==> src/rtl/instr_fetch.sv <==
// rtl/instr_fetch.sv - sequential instruction fetch stage with halt detection
module instr_fetch #(
  parameter int         ADDR_W  = 8,
  parameter int         DATA_W  = 24,
  parameter int         MEM_LAT = 1,
  parameter logic [3:0] HALT_OP = 4'hF
) (
  input  logic              clk,
  input  logic              reset,
  input  logic              start,
  input  logic              mem_enable,
  output logic              mem_rd,
  output logic [ADDR_W-1:0] mem_addr,
  input  logic [DATA_W-1:0] mem_rdata,
  output logic [DATA_W-1:0] func,
  output logic              new_func,
  input  logic              proc_done,
  output logic [ADDR_W-1:0] pc,
  output logic              halted
);

  typedef enum logic [2:0] {
    S_IDLE,
    S_REQ,
    S_WAIT,
    S_ISSUE,
    S_EXEC,
    S_HALT
  } state_t;

  // Latency counter reloads with MEM_LAT-1 so the data edge lands MEM_LAT
  // cycles after the read strobe; 2 bits cover latencies 1..4.
  localparam logic [1:0] LAT_INIT = 2'(MEM_LAT - 1);

  state_t     state;
  logic [1:0] lat_cnt;

  // Read strobe follows mem_enable in the same cycle so a request is never
  // issued against a memory that is not available.
  assign mem_rd   = (state == S_REQ) && mem_enable;
  assign mem_addr = mem_rd ? pc : '0;

  // Fetch sequencing: request, wait out the read latency, issue, then hold
  // until the processor reports completion or the program halts.
  always_ff @(posedge clk) begin
    if (reset) begin
      state    <= S_IDLE;
      lat_cnt  <= 2'd0;
      pc       <= '0;
      func     <= '0;
      new_func <= 1'b0;
      halted   <= 1'b0;
    end else begin
      new_func <= 1'b0;
      case (state)
        S_IDLE: begin
          if (start) begin
            pc    <= '0;
            state <= S_REQ;
          end
        end
        S_REQ: begin
          if (mem_enable) begin
            lat_cnt <= LAT_INIT;
            state   <= S_WAIT;
          end
        end
        S_WAIT: begin
          if (lat_cnt == 2'd0) begin
            func     <= mem_rdata;
            new_func <= 1'b1;
            state    <= S_ISSUE;
          end else begin
            lat_cnt <= lat_cnt - 2'd1;
          end
        end
        S_ISSUE: begin
          // The halt word has already been presented to the processor.
          if (func[DATA_W-1 -: 4] == HALT_OP) begin
            halted <= 1'b1;
            state  <= S_HALT;
          end else begin
            state <= S_EXEC;
          end
        end
        S_EXEC: begin
          if (proc_done) begin
            pc    <= pc + ADDR_W'(1);
            state <= S_REQ;
          end
        end
        S_HALT: begin
          if (start) begin
            pc     <= '0;
            halted <= 1'b0;
            state  <= S_REQ;
          end
        end
        default: state <= S_IDLE;
      endcase
    end
  end

endmodule

==> config.mk <==
export PLATFORM = sky130hd
export DESIGN_NAME = instr_fetch
export DESIGN_NICKNAME = d
export VERILOG_FILES = /design/src/rtl/instr_fetch.sv
export SDC_FILE = /design/constraint.sdc
export NUM_CORES = 1
export LEC_CHECK = 0
export BUFFER_PORTS_ARGS = -buffer_cell sky130_fd_sc_hd__buf_2
export CORE_ASPECT_RATIO = 0.5
export CORE_MARGIN = 2
export CORE_UTILIZATION = 40
export DETAILED_ROUTE_END_ITERATION = 12
export GPL_ROUTABILITY_DRIVEN = 0
export PLACE_DENSITY = 0.69
export SLEW_MARGIN = 20
export SYNTH_ARGS = -nofsm -noshare
export SYNTH_HDL_FRONTEND = slang
export SYNTH_SLANG_ARGS = --single-unit
==> constraint.sdc <==
create_clock -name clk -period 2.4 [get_ports clk]
set_input_delay 0.12 -clock clk [delete_from_list [all_inputs] [get_ports clk]]
set_output_delay 0.12 -clock clk [all_outputs]
set_load 0.05 [all_outputs]
* After elaboration in Yosys (flattened, before gate mapping)
Cells that the tools add are included.
Word-level totals: bits in registers 39, bits in latches 0, bits in writable memories 0, memory bits (read-only) 0, memories kept 0
Operators by class: add/sub/neg operators 2, multipliers 0, div/mod/pow operators 0, $lt $le $gt $ge 0, equal/unequal tests 13, shift-type cells 0, mux-type cells 17, bitwise gates (word level) 1, reductions and logical operators 13
Operator list (count):
- $mux 8 | 3
- $pmux 8 s2 | 1
- $pmux 3 s5 | 1
- $mux 3 | 4
- $ne 2x2->1 const B | 6
- $reduce_and 3->1 | 3
- $add 8x1->8 const B | 1
- $eq 3x2->1 const B | 2
- $eq 3x3->1 const B | 2
- $reduce_bool 2->1 | 3
- $eq 4x4->1 const B | 1
- $mux 1 | 4
- $mux 2 | 2
- $pmux 2 s2 | 1
- $reduce_and 4->1 | 1
- $reduce_or 2->1 | 2
- $eq 3x1->1 const B | 1
- $logic_not 3->1 | 1
- $logic_not 2->1 | 1
- $ne 2x1->1 const B | 1
- $pmux 1 s2 | 1
- $reduce_and 2->1 | 1
- $sub 2x1->2 const B | 1
- $logic_and 1x1->1 | 1
- $not 1->1 | 1

* Depth between registers and ports, before layout
depth in word-level cells 4, mapped depth 7, mapped depth without buffers 6

* Worst setup path before layout
Ideal clock, no wire load.
kind reg2out, from register state[0], to output port mem_addr[0], arrival time 2.108 ns, required time 2.280 ns, slack 0.172 ns, cell stages (with the launch flop) 5, path through dfxtp_1 > buf_2 > nand3b_1 > nor2_1 > and2_1
On the way: longest elaborated chain between the ends 3
Ends and longest elaborated chain:
- start, declared | RTL line 35 | state_t state;
- start signal, assigned | RTL line 47 | state <= S_IDLE;
- start signal, assigned | RTL line 59 | state <= S_REQ;
- start signal, assigned | RTL line 65 | state <= S_WAIT;
- $eq 3x1->1 | RTL line 40 | assign mem_rd = (state == S_REQ) && mem_enable;
- $logic_and 1x1->1 | RTL line 40
- named net mem_rd | RTL line 12 | output logic mem_rd,
- $mux 8 | RTL line 41 | assign mem_addr = mem_rd ? pc : '0;
- end, declared | RTL line 13 | output logic [ADDR_W-1:0] mem_addr,
The timed path passes the listed nets, and every way through them passes these cells.

* Worst setup path in the final report
from register state[0], to output port mem_addr[2]
On the way: longest elaborated chain between the ends 3
Ends and longest elaborated chain (RTL line):
- $eq 3x1->1 | 40
- $logic_and 1x1->1 | 40
- $mux 8 | 41
Every way passes these cells.

==> flow_metrics.py <==
metrics = {
    "yosys": {
        "synth.most_common_cell": "nand2_1",
        "synth_top_area_share_pct": 46.6,
        "synth_top_flop_cell": "dfxtp_1",
        "synth_edf_count": 0,
        "yosys.area.top_type": "dfxtp_1",
        "synth_cells": 211,
        "synth_nets": 242,
        "ys_warn_count": 0,
        "syn_area_per_cell_um2": 7.94,
        "ys_ff_latch": 39,
        "ys_async_sr_fraction_pct": 0,
        "synth_common_cells": "nand2_1, dfxtp_1, a21oi_1",
        "seq_area_frac_synth_pct": 46.6,
        "netlist_area_um2": 1680,
        "synth_area_leaders": "dfxtp_1, nand2_1, a21oi_1",
        "yosys.cell_types.count": 27,
    },
    "clock_network": {
        "clkTransAtPathRegs_ps": 80,
        "cts_tree": "done",
        "cts_sinks": 39,
        "clock_latency_ps": 280,
        "postCtsSetupRepairBufs": 0,
        "cts_made_buffers": 5,
        "post_cts_resized": 0,
        "cts_buffer_depth": 2,
        "h-tree-depth": 2,
        "clockRootBuffer": "clkbuf_8",
        "ctsHoldBuffers": 0,
    },
    "power_and_ir_drop": {
        "p_sw_mw": 0.388,
        "total_power_mw": 1.35,
        "p_per_area_nw_per_um2": 625,
        "combPwrFrac_pct": 14.2,
        "power_frac_clock_pct": 34.9,
        "worst_ir_drop_vdd_uv": 300,
        "seqPwrFrac_pct": 50.9,
        "switching_share_pct": 28.8,
        "p_int_mw": 0.959,
        "power_leakage_nw": 0.921,
    },
    "timing": {
        "setup_slack_ps": 317,
        "max_slew_margin_pct": 45.9,
        "tns_ps": 0,
        "finalCritPeriodShare_pct": 86.8,
        "clock.fmax_mhz": 480,
        "fin_hold_ws_ps": 63.3,
        "tightest_slew_ps": 809,
        "grt_setup_unrepaired": "false",
        "layout_min_cycle_time_ps": 2080,
        "slew_violations": 0,
        "setup_viol": 0,
        "finalHoldViolCount": 0,
        "fin_skew_ps": 3.80,
    },
    "worst_setup_path": {
        "crit_path_end_kind": "output port",
        "rrSetupSlack_ps": 530,
        "required_ps": 2280,
        "crit_start": "state[0]$_SDFFE_PP0P_",
        "cp-start-kind": "flop",
        "critPathMaxFanout": 15,
        "r2r_end": "func[3]$_SDFFE_PP0P_",
        "critical_path_class": "reg2out",
        "cp.arrival_ps": 1960,
        "r2r-start": "state[1]$_SDFFE_PP0P_",
        "crit_path_end": "mem_addr[2]",
        "r2r_cells": 4,
    },
    "floorplanning": {
        "dieWidth_um": 95.5,
        "fp.dieH_um": 49.8,
        "dieArea_um2": 4750,
        "core_area_um2": 3960,
        "start_util_pct": 42.3,
        "rows": 16,
        "io_pins": 72,
    },
    "finish": {
        "fin_area_um2": 2160,
        "diodes": 0,
        "fin_cells": 333,
        "layout-area-overhead-vs-synth_pct": 28.7,
        "fin_util_pct": 54.4,
        "drive_gt1_share_pct": 30.1,
        "fin_nets": 309,
    },
    "placed_design": {
        "placedInstanceArea_um2": 2060,
        "placed_cells": 325,
        "dp_hpwl_um": 2700,
        "dp_worst_setup_slack_ps": 551,
        "io_buffers": 71,
    },
    "grt": {
        "grt-ovfl-total": 0,
        "grt_max_degree": 40,
        "grt_pass1_vias": 1504,
        "grt_use_total_pct": 17.3,
        "antenna_found_initial": 0,
        "grt_pass1_wl_um": 6590,
    },
    "detailed_routing": {
        "via_count": 1645,
        "vias_per_cell": 4.94,
        "drc": 0,
        "wirelength_um": 3920,
        "wl_per_cell_um": 11.8,
        "antenna_left": 0,
        "first_pass_iters": 4,
        "initialDrtViolationCount": 44,
    },
    "flow_run": {
        "drv_cap": 0,
    },
    "min_path": {
        "hp-class": "in2reg",
        "hold_start": "mem_rdata[10]",
    },
    "status": {
        "status": "complete, no violations",
    },
}
==> layout by cell type, fill, tap and decap left out <==
master,instances
o21ai_0,7
or3_1,1
a21oi_1,32
clkbuf_8,6
nor2_1,12
a31oi_1,3
or3b_1,1
buf_2,71
a311oi_1,5
mux2i_1,4
nand3b_1,2
and2_1,9
nand4_1,2
a41oi_1,2
xnor2_1,1
dfxtp_1,39
clkinvlp_4,1
nand2b_1,3
or3b_2,3
o21a_1,1
nand3_1,4
o22ai_1,1
clkinv_4,1
nand2_1,57
and4_1,1
ha_1,2
nor4_4,1
buf_4,1
nor3b_1,2
inv_1,4
==> worst min-delay path by stage <==
stage	end	cells past startpoint
floorplan	func[19]$_SDFFE_PP0P_	2
global placement	func[14]$_SDFFE_PP0P_	3
CTS	func[23]$_SDFFE_PP0P_	3
finish	func[10]$_SDFFE_PP0P_	3
global route	func[12]$_SDFFE_PP0P_	3
detailed placement	func[10]$_SDFFE_PP0P_	3
==> power by group through the flow <==
stage	logic, mW	registers, mW	clock network [mW]
final	0.191	0.686	0.470
after global routing	0.209	0.689	0.520
after CTS	0.192	0.686	0.487
after detailed placement	0.192	0.701	0
after global placement	0.189	0.700	0
after floorplan	0.0886	0.749	0
==> sequential cells by signal (all words and copies together) (netlist names) <==
signal	cells
func	24
pc	8
state	3
lat_cnt	2
halted	1
new_func	1
==> logic make-up (layout without fill, tap and decap cells) <==
| family | Yosys count | in the layout | share of synthesized area (%) |
|---|---|---|---|
| compound gates | 51 | 51 | 17.3 |
| xor+xnor | 1 | 1 | 0.523 |
| fa+ha+maj | 2 | 2 | 1.49 |
| buf+inv | 16 | 84 | 3.81 |
| flops | 39 | 39 | 46.6 |
| mux | 4 | 4 | 2.39 |
| simple gates | 98 | 98 | 27.9 |
==> area by class of cell <==
| type | count | area, um2 |
|---|---|---|
| Clock inverter | 2 | 16.3 |
| Timing Repair Buffer | 72 | 363 |
| Tap cell | 54 | 67.6 |
| Clock buffer | 6 | 82.6 |
| Multi-Input combinational cell | 156 | 831 |
| Fill cell | 418 | 1810 |
| Sequential cell | 39 | 781 |
| Inverter | 4 | 15.0 |
==> metal layers <==
layer,global-route usage [%],wire (um),vias to the layer above
met2,31.2,1940,38
met1,20.0,1760,753
met4,5.00,29,0
met5,0,0,-
met3,4.89,194,2
li1,-,-,852
==> critical path, stage by stage (launching register included) <==
cell      delay [ps]
dfxtp_1          640
nand3b_1         220
nor2_1           370
and2_1           190
buf_2            260
Power figures use the tool's default switching activity.
